--- src/rtl/shared_ram_arbiter.sv ---
// Two-requester round-robin arbiter for a shared RAM/IO bus.
// Latches the winner's access, decodes chip selects, stalls the loser.
module shared_ram_arbiter #(
  parameter int ADDR_W        = 16,
  parameter int DATA_W        = 8,
  parameter int SEL_W         = 3,
  parameter int ACCESS_CYCLES = 2
) (
  input  logic                 clk,
  input  logic                 reset,
  input  logic                 req_a,
  input  logic [ADDR_W-1:0]    addr_a,
  input  logic                 we_a,
  input  logic [DATA_W-1:0]    wdata_a,
  output logic [DATA_W-1:0]    rdata_a,
  output logic                 ack_a,
  output logic                 wait_n_a,
  input  logic                 req_b,
  input  logic [ADDR_W-1:0]    addr_b,
  input  logic                 we_b,
  input  logic [DATA_W-1:0]    wdata_b,
  output logic [DATA_W-1:0]    rdata_b,
  output logic                 ack_b,
  output logic                 wait_n_b,
  output logic [ADDR_W-1:0]    ram_addr,
  output logic                 ram_we,
  output logic [DATA_W-1:0]    ram_wdata,
  input  logic [DATA_W-1:0]    ram_rdata,
  output logic [2**SEL_W-1:0]  cs_n
);

  localparam int CS_W = 2**SEL_W;
  localparam logic [3:0] CNT_INIT = 4'(ACCESS_CYCLES - 1);

  typedef enum logic [1:0] {
    IDLE,
    ACCESS,
    DONE
  } state_t;

  state_t            state_q;
  logic [3:0]        cnt_q;
  logic              last_q;
  logic              win_q;
  logic [ADDR_W-1:0] addr_q;
  logic              we_q;
  logic [DATA_W-1:0] wdata_q;
  logic [DATA_W-1:0] rdata_a_q;
  logic [DATA_W-1:0] rdata_b_q;
  logic              ack_a_q;
  logic              ack_b_q;
  logic [CS_W-1:0]   cs_n_q;
  logic              ram_we_q;

  logic              gnt_b;
  logic [ADDR_W-1:0] sel_addr;
  logic              sel_we;
  logic [DATA_W-1:0] sel_wdata;

  function automatic logic [CS_W-1:0] decode(
    input logic [ADDR_W-1:0] a
  );
    logic [CS_W-1:0] v;
    v = '1;
    v[a[ADDR_W-1 -: SEL_W]] = 1'b0;
    return v;
  endfunction

  // last_q = 1 means B was served last, so A wins a tie.
  always_comb begin
    gnt_b = req_b;
    if (req_a && req_b) begin
      gnt_b = ~last_q;
    end
    sel_addr  = gnt_b ? addr_b  : addr_a;
    sel_we    = gnt_b ? we_b    : we_a;
    sel_wdata = gnt_b ? wdata_b : wdata_a;
  end

  always_ff @(posedge clk) begin
    if (reset) begin
      state_q   <= IDLE;
      cnt_q     <= '0;
      last_q    <= 1'b1;
      win_q     <= 1'b0;
      addr_q    <= '0;
      we_q      <= 1'b0;
      wdata_q   <= '0;
      rdata_a_q <= '0;
      rdata_b_q <= '0;
      ack_a_q   <= 1'b0;
      ack_b_q   <= 1'b0;
      cs_n_q    <= '1;
      ram_we_q  <= 1'b0;
    end else begin
      unique case (state_q)
        IDLE: begin
          ack_a_q <= 1'b0;
          ack_b_q <= 1'b0;
          if (req_a || req_b) begin
            win_q    <= gnt_b;
            last_q   <= gnt_b;
            addr_q   <= sel_addr;
            we_q     <= sel_we;
            wdata_q  <= sel_wdata;
            cnt_q    <= CNT_INIT;
            cs_n_q   <= decode(sel_addr);
            ram_we_q <= sel_we;
            state_q  <= ACCESS;
          end
        end
        ACCESS: begin
          if (cnt_q == 4'd0) begin
            if (!we_q) begin
              if (win_q) rdata_b_q <= ram_rdata;
              else       rdata_a_q <= ram_rdata;
            end
            cs_n_q   <= '1;
            ram_we_q <= 1'b0;
            ack_a_q  <= ~win_q;
            ack_b_q  <= win_q;
            state_q  <= DONE;
          end else begin
            cnt_q <= cnt_q - 4'd1;
          end
        end
        DONE: begin
          ack_a_q <= 1'b0;
          ack_b_q <= 1'b0;
          state_q <= IDLE;
        end
        default: begin
          state_q <= IDLE;
        end
      endcase
    end
  end

  assign rdata_a   = rdata_a_q;
  assign rdata_b   = rdata_b_q;
  assign ack_a     = ack_a_q;
  assign ack_b     = ack_b_q;
  assign ram_addr  = addr_q;
  assign ram_we    = ram_we_q;
  assign ram_wdata = wdata_q;
  assign cs_n      = cs_n_q;

  assign wait_n_a  = ~(req_a & ~ack_a_q);
  assign wait_n_b  = ~(req_b & ~ack_b_q);

endmodule

--- config.mk ---
export PLATFORM = sky130hd
export DESIGN_NAME = shared_ram_arbiter
export DESIGN_NICKNAME = d
export VERILOG_FILES = /design/src/rtl/shared_ram_arbiter.sv
export SDC_FILE = /design/constraint.sdc
export NUM_CORES = 1
export LEC_CHECK = 0
export CAP_MARGIN = 20
export CORE_ASPECT_RATIO = 2
export CORE_MARGIN = 4
export CORE_UTILIZATION = 45
export DETAILED_ROUTE_END_ITERATION = 8
export HOLD_SLACK_MARGIN = 0.08
export PLACE_DENSITY = 0.9
export SYNTH_ARGS = -nofsm -noshare
export SYNTH_HDL_FRONTEND = slang
export SYNTH_SLANG_ARGS = --single-unit
--- constraint.sdc ---
create_clock -name clk -period 2.75 [get_ports clk]
set_clock_uncertainty 0.1 [all_clocks]
set_input_delay 0.825 -clock clk [delete_from_list [all_inputs] [get_ports clk]]
set_output_delay 0.825 -clock clk [all_outputs]
set_load 0.05 [all_outputs]
==> flow_metrics.py, run 1 <==
metrics = {
    "job": {
        "cap_violations": 0,
    },
    "routing": {
        "viasPerCell": 5.28,
        "wl_per_cell_um": 16.1,
        "drt_iter0_markers": 73,
        "drt_wl_total_um": 7070,
        "ant_nets": 0,
        "dr.pass1.iters": 4,
        "drc": 0,
        "via_count": 2323,
    },
    "finish": {
        "area_growth_pct": 57.1,
        "drive_above_1_share": 0.150,
        "diodes": 0,
        "nets": 438,
    },
    "worst_hold_path": {
        "min_path_cells": 2,
        "hp-start": "ram_addr[13]",
        "hold-path-endpoint": "ram_addr[13]",
        "hp-class": "reg -> reg",
    },
    "cts": {
        "clock-sinks": 60,
        "cts_buffers": 9,
        "cts_max_path_buffers": 2,
        "clkLatencyLatePin_ns": 0.32,
        "post_cts_buffers": 0,
        "cts-resized-gates": 0,
        "ctsHoldBuffers": 0,
        "clkSlewWorstSetupHoldPaths_ns": 0.05,
        "root_buffer": "clkbuf_16",
        "cts.htree.levels": 3,
        "tritoncts": "yes",
    },
    "die": {
        "start_util": 0.465,
        "die_x_um": 62.3,
        "core_mm2": 0.00571,
        "dieArea_mm2": 0.00727,
        "io_pins": 115,
        "rows": 39,
        "die_height_um": 117,
    },
    "yosys": {
        "synth_edf_count": 0,
        "netlist_area_mm2": 0.00266,
        "synth_flop_cell": "dfxtp_1",
        "synth_nets": 321,
        "seq_area_frac_synth": 0.452,
        "synth_commonest_cells": "dfxtp_1 (60), nor2_1 (47), mux2i_1 (43)",
        "synth.area.top_cells": "dfxtp_1 (45%), mux2i_1 (16%), a211oi_2 (9.4%)",
        "yosys_warnings": 0,
        "syn_inst": 257,
        "yosysUniqueCellTypes": 37,
        "yosysMostFrequentCell": "dfxtp_1",
        "synth_seq_cells": 60,
        "syn_avg_cell_area_um2": 10.3,
        "synth_top_cell_by_area": "dfxtp_1",
        "ys_async_sr_fraction": 0,
        "synth_top_area_share": 0.452,
    },
    "critical_path": {
        "reg2regPathDepth": 6,
        "cp.arrival_ns": 1.72,
        "cp_max_fo": 4,
        "r2r_start": "cnt_q[0]",
        "reg2reg_to": "rdata_b[6]",
        "startpoint_type": "primary input",
        "worst_ep_required_time_ns": 1.83,
        "crit_type": "in -> out",
        "rrSetupSlack_ns": 0.60,
        "end_kind": "output pin",
    },
    "global_routing": {
        "antenna_found_initial": 0,
        "grt_overflow": 0,
        "grt_first_pass_wirelength_um": 11600,
        "grt_max_degree": 36,
        "track_usage": 0.200,
        "grt_pass1_vias": 2505,
    },
    "sta": {
        "setup_viol": 0,
        "slew_headroom": 0.573,
        "fmax_mhz": 378,
        "tightest_slew_ns": 0.637,
        "period_minus_slack_ns": 2.64,
        "rsz0062_at_grt": "false",
        "tns_ns": 0,
        "slew_viol_final": 0,
        "finalCritPeriodShare": 0.961,
        "report.final.hold_viol_count": 0,
    },
    "placement": {
        "port_buffers": 114,
        "dpl.hpwl_um": 5420,
        "gp_congestion": 0.828,
    },
    "pwr": {
        "leakagePower_nw": 1.70,
        "p_per_area_mw_per_mm2": 761,
        "p_total_w": 0.00318,
        "peakVddDrop_v": 0.000765,
    },
    "status": {
        "outcome": "completed",
    },
}
-- critical path, stage by stage --
cell and delay, ns:
clkdlybuf4s50_1 0.59, nand2b_1 0.13, buf_12 0.17
-- cells by family (layout without fill, tap and decap cells) --
family                     after synthesis  in the layout  share of synthesized area
and+or+nand+nor                         86             86                      0.158
DFF                                     60             60                      0.452
AOI/OAI and AO/OA                       47             47                      0.170
buffers and inverters                   17            139                     0.0396
adders and majority gates                2              2                    0.00942
muxes                                   45             45                      0.171
-- layout make-up --
cell class / instances / area, um^2
multi-input combinational: 180 / 1350
clock inverter: 4 / 47.5
inverter: 2 / 7.51
fill: 399 / 1540
tap: 61 / 76.3
sequential: 60 / 1200
timing repair buffer: 121 / 1230
clock buffer: 12 / 256
-- how the worst max path moves through the flow --
stage,from,endpoint,slack (ns)
after floorplan,req_a,wait_n_a,0.64
after global placement,req_a,wait_n_a,0.14
after detailed placement,req_a,wait_n_a,0.11
after CTS,req_a,wait_n_a,0.10
after global routing,req_a,wait_n_a,0.07
final,req_a,wait_n_a,0.11
-- stage by stage --
step                utilization  instance area [um^2]  setup slack, ns  instances  hold slack, ns
finish                    0.731                  4170            0.107        440           0.356
global route              0.731                  4170           0.0689        440           0.377
CTS                       0.731                  4170            0.104        440           0.358
detailed placement        0.678                  3870            0.108        424           0.351
global placement          0.678                  3870            0.142        424           0.347
floorplan                     -                  2660            0.641        257           0.344
-- cell usage in the layout, fill, tap and decap left out, types with 2 or more instances in the layout --
| master | count |
|---|---|
| a211oi_1 | 3 |
| a2bb2oi_1 | 8 |
| a21oi_1 | 9 |
| a31oi_1 | 2 |
| clkdlybuf4s50_1 | 111 |
| or3b_2 | 2 |
| dfxtp_1 | 60 |
| nand3b_1 | 3 |
| clkinv_2 | 2 |
| ha_1 | 2 |
| nor2_1 | 47 |
| inv_1 | 2 |
| and2_4 | 2 |
| a211oi_2 | 20 |
| clkbuf_8 | 2 |
| mux2i_1 | 43 |
| nand3_1 | 4 |
| clkbuf_16 | 9 |
| buf_4 | 5 |
| nand2b_1 | 6 |
| nand2_1 | 12 |
| buf_12 | 4 |
-- layer usage --
layer / track usage / part of all wire / vias to the layer above
met2: 0.375 / 0.56 / 87
met1: 0.186 / 0.35 / 1083
met4: 0.109 / 0.027 / 0
met3: 0.0703 / 0.063 / 11
li1: - / - / 1142
met5: 0 / 0 / -
-- state kept, by name, summed over array words and instances (netlist names) --
| signal | count |
|---|---|
| rdata_b | 8 |
| win_q | 1 |
| cs_n | 8 |
| ram_we | 1 |
| ram_wdata | 8 |
| cnt_q | 4 |
| ack_a | 1 |
| ack_b | 1 |
| we_q | 1 |
| rdata_a | 8 |
| state_q | 2 |
| ram_addr | 16 |
| last_q | 1 |
-- report_power, final --
part           leakage, nW  total (W)  switching (W)  internal (W)
Combinational         1.05    0.00102       0.000601      0.000422
Clock                0.149    0.00112       0.000372      0.000746
Sequential           0.493    0.00103      0.0000627      0.000972
Total                 1.70    0.00318        0.00104       0.00214
(Power assumes the default switching activity.)
==> inputs of run 2 (changes only) <==
--- a/config.mk
+++ b/config.mk
@@ -6,12 +6,15 @@
 export NUM_CORES = 1
 export LEC_CHECK = 0
 export CAP_MARGIN = 20
+export CELL_PAD_IN_SITES_DETAIL_PLACEMENT = 1
+export CELL_PAD_IN_SITES_GLOBAL_PLACEMENT = 2
 export CORE_ASPECT_RATIO = 2
 export CORE_MARGIN = 4
-export CORE_UTILIZATION = 45
+export CORE_UTILIZATION = 26
 export DETAILED_ROUTE_END_ITERATION = 8
 export HOLD_SLACK_MARGIN = 0.08
-export PLACE_DENSITY = 0.9
+export MAX_ROUTING_LAYER = met4
+export PLACE_DENSITY = 0.88
 export SYNTH_ARGS = -nofsm -noshare
 export SYNTH_HDL_FRONTEND = slang
 export SYNTH_SLANG_ARGS = --single-unit
==> run 2 against run 1 <==
Against the previous run:
- non-clock buffer count shrank 1
- largest cell class unchanged
- routed wire length up 15%
- final cell count up 17%
- maximum frequency increased by 0.61%
- clock-buffer cell count decreased by 3
==> flow_metrics.py, run 2 (synthesis gave the netlist of run 1 again) <==
metrics = {
    "worst_hold_path": {
        "hp-start": "ram_addr[13]",
        "min_path_cells": 2,
        "hp-class": "reg -> reg",
    },
    "cts": {
        "cts.htree.levels": 3,
        "clkSlewWorstSetupHoldPaths_ns": 0.05,
        "post_cts_buffers": 0,
        "cts_buffers": 9,
        "ctsHoldBuffers": 0,
        "clock-sinks": 60,
        "clkLatencyLatePin_ns": 0.32,
        "root_buffer": "clkbuf_16",
        "tritoncts": "yes",
        "cts_max_path_buffers": 2,
        "cts-resized-gates": 0,
    },
    "die": {
        "start_util": 0.263,
        "die_height_um": 151,
        "die_x_um": 79.5,
        "io_pins": 115,
        "dieArea_mm2": 0.0120,
        "rows": 52,
        "core_mm2": 0.0101,
    },
    "routing": {
        "ant_nets": 0,
        "wl_per_cell_um": 15.8,
        "drt_wl_total_um": 8110,
        "dr.pass1.iters": 4,
        "viasPerCell": 4.63,
        "drt_iter0_markers": 56,
        "via_count": 2377,
        "drc": 0,
    },
    "sta": {
        "rsz0062_at_grt": "false",
        "slew_headroom": 0.603,
        "slew_viol_final": 0,
        "period_minus_slack_ns": 2.63,
        "final.setup.worst_slack_ns": 0.123,
        "tightest_slew_ns": 0.592,
        "finalCritPeriodShare": 0.955,
        "report.final.hold_viol_count": 0,
        "setup_viol": 0,
        "fmax_mhz": 381,
        "hold_ws_ns": 0.368,
        "tns_ns": 0,
    },
    "critical_path": {
        "end_kind": "output pin",
        "cp.arrival_ns": 1.70,
        "startpoint_type": "primary input",
        "reg2regPathDepth": 6,
        "slowest_delay_ns": 0.58,
        "worstSetupStartpoint": "req_a",
        "cp_max_fo": 4,
        "r2r_start": "cnt_q[0]",
        "critPathSlowestCell": "clkdlybuf4s50_1",
        "crit_type": "in -> out",
        "rrSetupSlack_ns": 0.70,
        "path_cells": "clkdlybuf4s50_1, nand2b_1, buf_12",
        "worst_ep_required_time_ns": 1.83,
    },
    "finish": {
        "mostFrequentLayoutCells": "clkdlybuf4s50_1 (111), dfxtp_1 (60), nor2_1 (47)",
        "finalInstanceArea_mm2": 0.00431,
        "drive_above_1_share": 0.151,
        "nets": 437,
        "diodes": 0,
        "largest_reg_flops": 16,
        "area_growth_pct": 62.2,
        "final_common_cell": "clkdlybuf4s50_1",
    },
    "job": {
        "cap_violations": 0,
    },
    "pwr": {
        "peakVddDrop_v": 0.000346,
        "p_per_area_mw_per_mm2": 758,
        "leakagePower_nw": 1.71,
        "p_total_w": 0.00327,
    },
    "status": {
        "outcome": "completed",
    },
    "placement": {
        "place_ws_ns": 0.0851,
        "port_buffers": 114,
        "gp_congestion": 0.675,
        "place_area_mm2": 0.00399,
        "dpl.hpwl_um": 6310,
    },
    "global_routing": {
        "grt_pass1_vias": 2665,
        "grt_overflow": 0,
        "grt_max_degree": 49,
        "track_usage": 0.145,
        "antenna_found_initial": 0,
        "grt_first_pass_wirelength_um": 13000,
    },
}
-- run 2: final cells by class --
class / instances / area [um^2]
repair buffers: 120 / 1260
fillers: 1136 / 5780
well taps: 135 / 169
clock buffers: 9 / 225
multi-input cells: 180 / 1350
inverters: 2 / 7.51
clock inverters: 7 / 91.3
flip-flops and latches: 60 / 1200
-- run 2: worst max-delay path: cells and delay by family --
| family | cells | cell delay, ns |
|---|---|---|
| and+or+nand+nor | 1 | 0.13 |
| buffers and inverters | 2 | 0.74 |
-- run 2: power breakdown --
group | internal, W | switching, W
clock network | 0.000789 | 0.000406
registers | 0.000971 | 0.0000645
logic | 0.000428 | 0.000609
total | 0.00219 | 0.00108
-- run 2: stage by stage --
step	instances	util
finish	513	0.427
global route	513	0.427
CTS	513	0.427
detailed placement	497	0.396
global placement	497	0.396
floorplan	257	-
-- run 2: path summary, 6_finish.rpt --
kind | endpoint
worst min-delay path | ram_addr[13]
worst min register to register | ram_addr[13]
worst max-delay path | wait_n_a
worst max register to register | rdata_b[7]
-- run 2: routing by layer --
metal	track usage	vias up	wire (um)
met2	0.271	75	4640
met1	0.133	1151	2830
met4	0.0620	0	128
li1	-	1142	-
met3	0.0435	9	510
met5	-	-	0
==> inputs of run 3 (changes only) <==
--- a/config.mk
+++ b/config.mk
@@ -11,6 +11,7 @@
 export CORE_ASPECT_RATIO = 2
 export CORE_MARGIN = 4
 export CORE_UTILIZATION = 26
+export CTS_CLUSTER_SIZE = 25
 export DETAILED_ROUTE_END_ITERATION = 8
 export HOLD_SLACK_MARGIN = 0.08
 export MAX_ROUTING_LAYER = met4
==> results of run 3 <==
Same layout as run 2: the final DEF is identical, and so are final timing and power.
